**config.mk**
```make
export PLATFORM = sky130hd
export DESIGN_NAME = msg_source_arbiter
export DESIGN_NICKNAME = d
export VERILOG_FILES = /design/src/rtl/msg_source_arbiter.sv
export SDC_FILE = /design/constraint.sdc
export NUM_CORES = 1
export LEC_CHECK = 0
export ABC_CLOCK_PERIOD_IN_PS = 1980
export BUFFER_PORTS_ARGS = -buffer_cell sky130_fd_sc_hd__buf_2
export CAP_MARGIN = 20
export CORE_AREA = 2 2 72 74
export DETAILED_ROUTE_END_ITERATION = 10
export DIE_AREA = 0 0 74 76
export PLACE_DENSITY_LB_ADDON = 0.25
export REMOVE_ABC_BUFFERS = 1
export SLEW_MARGIN = 20
export SYNTH_ARGS = -nofsm -noshare
export SYNTH_HDL_FRONTEND = slang
export SYNTH_SLANG_ARGS = --single-unit
```
**constraint.sdc**
```tcl
create_clock -name CLK -period 1.98 [get_ports CLK]
set_input_delay 0.099 -clock CLK [delete_from_list [all_inputs] [get_ports CLK]]
set_output_delay 0.099 -clock CLK [all_outputs]
set_load 0.05 [all_outputs]
```
**src/rtl/msg_source_arbiter.sv**
```systemverilog
// msg_source_arbiter: round-robin arbiter over N message sources with a
// grant watchdog and an inter-grant gap. Optional per-source grant counters
// are built when the macro ARB_STATS_EN is defined.
module msg_source_arbiter #(
  parameter int unsigned N           = 4,
  parameter int unsigned TIMEOUT_CYC = 255,
  parameter int unsigned GAP_CYC     = 2
) (
  input  logic                  CLK,
  input  logic                  RST,
  input  logic [N-1:0]          REQ,
  input  logic [N-1:0]          MASK,
  input  logic                  DONE,
  input  logic                  CLR_STATS,
  output logic [N-1:0]          GRANT,
  output logic [$clog2(N)-1:0]  GRANT_IDX,
  output logic                  GRANT_VALID,
  output logic                  WD_EXPIRED,
  output logic [N*16-1:0]       STATS
);

  localparam int unsigned IW  = $clog2(N);
  localparam int unsigned WDW = 16;
  localparam int unsigned GW  = 4;

  typedef enum logic [1:0] {S_IDLE, S_BUSY, S_GAP} state_t;

  state_t          r_state, w_state_nxt;
  logic [N-1:0]    r_grant, w_grant_nxt;
  logic [IW-1:0]   r_idx, w_idx_nxt;
  logic            r_valid, w_valid_nxt;
  logic            r_wd_exp, w_wd_exp_nxt;
  logic [WDW-1:0]  r_wd, w_wd_nxt;
  logic [GW-1:0]   r_gap, w_gap_nxt;
  logic [IW-1:0]   r_last, w_last_nxt;

  logic [N-1:0]    w_elig;
  logic            w_win_found;
  logic [IW-1:0]   w_win_idx;
  logic [IW-1:0]   w_cand;
  logic            w_grant_evt;

  assign w_elig = REQ & ~MASK;

  // Round-robin search starting one past the last winner.
  always_comb begin
    w_win_found = 1'b0;
    w_win_idx   = '0;
    w_cand      = '0;
    for (int unsigned k = 1; k <= N; k++) begin
      w_cand = IW'((32'(r_last) + k) % N);
      if (!w_win_found && w_elig[w_cand]) begin
        w_win_found = 1'b1;
        w_win_idx   = w_cand;
      end
    end
  end

  // Next-state and next-output logic.
  always_comb begin
    w_state_nxt  = r_state;
    w_grant_nxt  = r_grant;
    w_idx_nxt    = r_idx;
    w_valid_nxt  = r_valid;
    w_wd_exp_nxt = 1'b0;
    w_wd_nxt     = r_wd;
    w_gap_nxt    = r_gap;
    w_last_nxt   = r_last;
    w_grant_evt  = 1'b0;
    case (r_state)
      S_IDLE: begin
        if (w_win_found) begin
          w_state_nxt = S_BUSY;
          w_grant_nxt = N'(1) << w_win_idx;
          w_idx_nxt   = w_win_idx;
          w_valid_nxt = 1'b1;
          w_last_nxt  = w_win_idx;
          w_wd_nxt    = '0;
          w_grant_evt = 1'b1;
        end
      end
      S_BUSY: begin
        if (DONE || (r_wd == WDW'(TIMEOUT_CYC - 1))) begin
          // DONE takes precedence over a simultaneous watchdog expiry.
          w_wd_exp_nxt = !DONE;
          w_state_nxt  = S_GAP;
          w_grant_nxt  = '0;
          w_idx_nxt    = '0;
          w_valid_nxt  = 1'b0;
          w_gap_nxt    = '0;
        end else begin
          w_wd_nxt = r_wd + WDW'(1);
        end
      end
      S_GAP: begin
        if (r_gap == GW'(GAP_CYC - 1)) begin
          w_state_nxt = S_IDLE;
          w_gap_nxt   = '0;
        end else begin
          w_gap_nxt = r_gap + GW'(1);
        end
      end
      default: begin
        w_state_nxt = S_IDLE;
        w_grant_nxt = '0;
        w_idx_nxt   = '0;
        w_valid_nxt = 1'b0;
      end
    endcase
  end

  // State and registered outputs.
  always_ff @(posedge CLK or negedge RST) begin
    if (!RST) begin
      r_state  <= S_IDLE;
      r_grant  <= '0;
      r_idx    <= '0;
      r_valid  <= 1'b0;
      r_wd_exp <= 1'b0;
      r_wd     <= '0;
      r_gap    <= '0;
      r_last   <= IW'(N - 1);
    end else begin
      r_state  <= w_state_nxt;
      r_grant  <= w_grant_nxt;
      r_idx    <= w_idx_nxt;
      r_valid  <= w_valid_nxt;
      r_wd_exp <= w_wd_exp_nxt;
      r_wd     <= w_wd_nxt;
      r_gap    <= w_gap_nxt;
      r_last   <= w_last_nxt;
    end
  end

  assign GRANT       = r_grant;
  assign GRANT_IDX   = r_idx;
  assign GRANT_VALID = r_valid;
  assign WD_EXPIRED  = r_wd_exp;

`ifdef ARB_STATS_EN
  logic [15:0] r_stats [N];

  // Per-source saturating grant counters; clear wins over increment.
  always_ff @(posedge CLK or negedge RST) begin
    if (!RST) begin
      for (int unsigned i = 0; i < N; i++) r_stats[i] <= '0;
    end else if (CLR_STATS) begin
      for (int unsigned i = 0; i < N; i++) r_stats[i] <= '0;
    end else if (w_grant_evt && (r_stats[w_win_idx] != 16'hFFFF)) begin
      r_stats[w_win_idx] <= r_stats[w_win_idx] + 16'd1;
    end
  end

  for (genvar g = 0; g < N; g++) begin : g_stats
    assign STATS[16*g +: 16] = r_stats[g];
  end
`else
  logic w_unused_stats;
  assign w_unused_stats = CLR_STATS ^ w_grant_evt;
  assign STATS          = '0;
`endif

endmodule

```
Word level (Yosys, flattened, before mapping)
Index checks and enable logic that the tools add are counted.
{"block": "totals", "ff_bits": 32, "output_inout_bits": 72, "elab_cells": 82}
{"block": "op_classes", "addsub": 6, "magnitude_cmp": 4, "n_eq_ne": 8, "n_shift": 1, "mux": 36, "bitwise": 3, "reduce_logical": 16}
{"cell": "16-bit two-way mux", "n": 2}
{"cell": "16-bit case mux with 2 select lines", "n": 1}
{"cell": "2-bit two-way mux", "n": 9}
{"cell": "16-bit by 1-bit adder with 16-bit output (second input constant)", "n": 1}
{"cell": "16-bit by 8-bit equality test with 1-bit output (second input constant)", "n": 1}
{"cell": "2-bit by 3-bit < comparator with 1-bit output (second input constant)", "n": 4}
{"cell": "1-bit two-way mux", "n": 12}
{"cell": "4-bit two-way mux", "n": 3}
{"cell": "2-bit case mux with 3 select lines", "n": 2}
{"cell": "4-bit case mux with 3 select lines", "n": 1}
{"cell": "3-bit AND reduction", "n": 3}
{"cell": "1-bit binary-select mux with 2-bit select", "n": 4}
{"cell": "2-bit inequality test (second input constant)", "n": 4}
{"cell": "4-bit case mux with 2 select lines", "n": 1}
{"cell": "2-bit by 1-bit adder with 2-bit output (second input constant)", "n": 2}
{"cell": "2-bit adder (second input constant)", "n": 2}
{"cell": "4-bit by 1-bit adder with 4-bit output (second input constant)", "n": 1}
{"cell": "4-bit bitwise AND", "n": 1}
{"cell": "4-bit by 1-bit equality test with 1-bit output (second input constant)", "n": 1}
{"cell": "1-bit zero test", "n": 4}
{"cell": "4-bit inverter", "n": 1}
{"cell": "2-bit AND reduction", "n": 2}
{"cell": "2-bit nonzero test", "n": 2}
{"cell": "1-bit by 2-bit << shifter with 4-bit output (first input constant)", "n": 1}
{"cell": "other kinds (7)", "n": 9}

Longest topological paths before layout
{"block": "depth", "word_depth": 17, "mapped_depth": 7, "ltp_nobuf": 6}

Least setup slack after synthesis
OpenSTA, ideal clock, no wires.
{"block": "synth_path", "kind": "register to register", "startpoint": "reg r_state[1]", "endpoint": "reg r_wd[12]", "arrival_ns": 1.642, "required_ns": 1.901, "setup_slack_ns": 0.258, "stages_incl_launch_ff": 6, "cell_sequence": "dfrtp_1 > or3b_1 > a41o_1 > buf_6 > nor4_2 > mux2i_1"}
{"block": "synth_via", "elab_chain_len": 3, "elab_cells_between_ends": 7, "classes_between": "eq/ne: 3; mux: 1; reduce/logical: 3"}
{"item": "from (decl)", "line_no": "28", "rtl": "state_t r_state, w_state_nxt;"}
{"item": "from (signal assigned)", "line_no": "124", "rtl": "r_state <= w_state_nxt;"}
{"item": "2-bit by 1-bit equality test with 1-bit output / 2-bit zero test (equally long branches)", "line_no": "70", "rtl": "case (r_state)"}
{"item": "2-bit inequality test (no source line) / 2-bit nonzero test (equally long branches)"}
{"item": "3-bit AND reduction (no source line)"}
{"item": "to (signal assigned)", "line_no": "129", "rtl": "r_wd <= w_wd_nxt;"}
{"item": "to (decl)", "line_no": "33", "rtl": "logic [WDW-1:0] r_wd, w_wd_nxt;"}
Several ways; a longest one is shown, not always the timed one.
A chain may end at the register's enable or synchronous reset.

Worst setup path in the final report
{"block": "layout_path", "startpoint": "reg r_state[1]", "endpoint": "reg r_wd[4]"}
The elaborated chain is that of the path after synthesis.

==> flow_metrics.py <==
metrics = {
    "synthesis": {
        "synth.most_common_cell": "buf_4",
        "synthMuxAreaShare": 0.04713,
        "synth_edf_count": 0,
        "netlist.area_leader.share": 0.3214,
        "synth_xor_area_frac": 0,
        "synth_compound_area_frac": 0.1125,
        "syn-instance-count": 252,
        "ys_seq_area_frac": 0.3439,
        "ys_ff_latch": 32,
        "synth_area_leaders": "dfrtp_1 (32%), buf_4 (21%), nor4_2 (5.4%)",
        "post-synth-top-area-cell": "dfrtp_1",
        "yosysWarnings": 0,
        "syn-cell-area_sq_um": 2336,
        "avgSynthCellArea_sq_um": 9.270,
        "async_reset_ff_frac": 1.000,
        "synth-simple-area-share": 0.2373,
        "synth_flop_cell": "dfrtp_1",
        "yosysUniqueCellTypes": 51,
        "netlist_top_cells_count": "buf_4 (64), dfrtp_1 (30), nand2_1 (24)",
        "synthAdderAreaFrac": 0.02142,
        "synth_top_family_by_area": "simple AND/OR/NAND/NOR gates",
    },
    "detailed_routing": {
        "wire_per_inst_um": 11.23,
        "drt_wl_total_um": 3963,
        "drt_iter0_markers": 97,
        "viasPerCell": 4.768,
        "via_count": 1683,
        "antenna_left": 0,
        "drtPass1Iterations": 4,
        "drc": 0,
    },
    "outcome": {
        "status": "finished clean",
    },
    "cells_and_area": {
        "antennaDiodeCount": 0,
        "fin_area_sq_um": 2472,
        "drive_gt1_frac": 0.1943,
        "n_fill_cell": 466,
        "area_delta_synth_final_pct": 5.838,
        "layout.nets": 298,
    },
    "clocking": {
        "worstSkewPairLatency_ns": 0.28,
        "cts_tree": "done",
        "clk_path_buf_depth": 2,
        "tritoncts.num_buffers": 5,
        "clkTransAtPathRegs_ns": 0.07,
        "root_buffer": "clkbuf_8",
        "post_cts_buffers": 0,
        "htree_levels": 2,
        "cts_sinks": 32,
    },
    "global_route": {
        "grt_util_all_layers": 0.1454,
        "grt-ovfl-total": 0,
        "grt_first_pass_wirelength_um": 6541,
        "antenna_found_initial": 0,
        "grt_start_max_net_pins": 33,
        "grt_pass1_vias": 1485,
    },
    "timing": {
        "period_minus_slack_ns": 1.877,
        "final_max_slew_viol_count": 0,
        "maxSlewHeadroom": 0.5338,
        "fin_skew_ns": 0.004562,
        "finalHoldViolations": 0,
        "fin_crit_sh": 0.9482,
        "fin_tns_setup_ns": 0,
        "fmax_mhz": 532.6,
        "worst_pin_slew_ns": 0.6993,
        "rsz0062_at_grt": "true",
        "setup_violations": 0,
        "worst_hold_slack_ns": 0.1562,
    },
    "power_and_ir_drop": {
        "p_sw_mw": 1.264,
        "intPower_mw": 1.528,
        "total_power_mw": 2.793,
        "combinationalPowerShare": 0.461,
        "p_seq_frac": 0.320,
        "irDropWorstVdd_uv": 559.4,
        "powerDensity_nw_per_um2": 1130,
        "switching_share": 0.4527,
        "power.leakage_nw": 1.144,
        "p_clk_frac": 0.219,
    },
    "floorplan": {
        "num_rows": 26,
        "io_pins": 84,
        "die_w_um": 74,
        "fp.coreArea_sq_um": 4912,
        "start_util": 0.4755,
        "die_y_um": 76,
        "die_area_sq_um": 5624,
    },
    "worst_setup_path": {
        "cpPeakStageDelay_ns": 0.41,
        "crit_type": "flip-flop to flip-flop",
        "cp.required_ns": 2.19,
        "crit_chain": "or3b_1, a41o_1, buf_4, or4_1, a21oi_1",
        "crit_path_max_fanout": 12,
        "crit_slowest_cell": "or3b_1",
        "start_kind": "flip-flop",
        "reg2reg_slack_ns": 0.10,
        "cp_num_buf_inv": 1,
        "crit_arrival_ns": 2.09,
        "crit_family": "simple AND/OR/NAND/NOR gates",
        "critPathCaptureType": "flip-flop",
    },
    "placement": {
        "dpl_cell_area_sq_um": 2342,
        "dpl.hpwl_um": 3004,
        "gp_congestion": 0.7733,
        "port_buffers": 18,
    },
    "run": {
        "maxCapViolations": 0,
    },
    "worst_hold_path": {
        "holdCritPathClass": "input port to flip-flop",
    },
}
cell type report:
cell class	count	area, sq um	share of cell area
multi-input cells	203	1237	0.5005
well taps	70	87.58	0.03543
flip-flops and latches	32	803.3	0.3249
repair buffers	31	202.7	0.08198
clock buffers	6	72.57	0.02935
inverters	9	33.78	0.01366
clock inverters	2	35.03	0.01417
layout by cell type (no fill, tap or decap), types with 3 or more instances in the layout:
cell / synthesis / layout
nand4_1: 4 / 4
a21oi_1: 4 / 4
mux2i_1: 11 / 11
o21ai_0: 6 / 6
nor2b_1: 4 / 4
inv_1: 8 / 8
nor2_1: 4 / 4
conb_1: 1 / 64
nand3_1: 8 / 8
ha_1: 4 / 4
dfrtp_1: 30 / 30
buf_2: 3 / 18
a22o_1: 3 / 3
nand2b_1: 16 / 16
nand2_1: 24 / 24
clkbuf_8: 0 / 5
nor4_2: 10 / 10
buf_4: 64 / 11
o22ai_1: 3 / 3
kinds of logic after synthesis:
| group | count (synthesis) |
|---|---|
| fa+ha+maj | 4 |
| other cells | 1 |
| compound gates | 36 |
| simple gates | 88 |
| mux | 11 |
| buf+inv | 80 |
| flops | 32 |
what timing repair did:
| item | in CTS | in global routing |
|---|---|---|
| endpoints found under the setup margin | 0 | 8 |
| hold buffers | 1 | 0 |
| endpoints found under the hold margin | 30 | 0 |
| gates resized for setup | 0 | 2 |
worst min-delay path: stages:
cell and delay (ns):
buf_2 0.10, or3b_1 0.13, nor2_1 0.07
metal layers:
metal / share of wire / global-route usage / up-vias / wire (um)
li1: - / - / 819 / -
met1: 0.44 / 0.1963 / 790 / 1747
met2: 0.48 / 0.2304 / 67 / 1910
met3: 0.060 / 0.02910 / 7 / 239
met4: 0.016 / 0.04909 / 0 / 65
met5: 0 / 0 / - / 0
flip-flops by register name, summed over array words and instances (netlist names):
| register | flops |
|---|---|
| WD_EXPIRED | 1 |
| GRANT | 4 |
| r_wd | 16 |
| GRANT_VALID | 1 |
| r_gap | 4 |
| r_last | 2 |
| GRANT_IDX | 2 |
| r_state | 2 |
path summary, 6_finish.rpt:
kind                              startpoint      endpoint  depth (start not counted)
worst max-delay path              r_state[1]       r_wd[4]                          5
worst min-delay path                    DONE    WD_EXPIRED                          3
worst max register to register    r_state[1]       r_wd[4]                          5
worst min register to register  GRANT_IDX[1]  GRANT_IDX[1]                          1
max in group asynchronous                RST      r_wd[13]                          2
min in group asynchronous                RST       r_wd[6]                          2
power by group through the flow:
| stage | clock network [mW] | registers, mW | logic [mW] |
|---|---|---|---|
| floorplan | 0 | 1.13 | 0.721 |
| global placement | 0 | 0.907 | 1.27 |
| detailed placement | 0 | 0.908 | 1.29 |
| CTS | 0.622 | 0.896 | 1.30 |
| global route | 0.650 | 0.918 | 1.41 |
| finish | 0.610 | 0.894 | 1.29 |
per-stage QoR:
step	utilization	worst slack (ns)	std cells
detailed placement	0.4768	0.1191	344
floorplan	-	-1.029	244
CTS	0.5008	0.09731	353
global route	0.5033	-0.01829	353
global placement	0.4768	0.1493	344
finish	0.5033	0.1026	353
No activity file was read; power rests on OpenSTA's default activity.
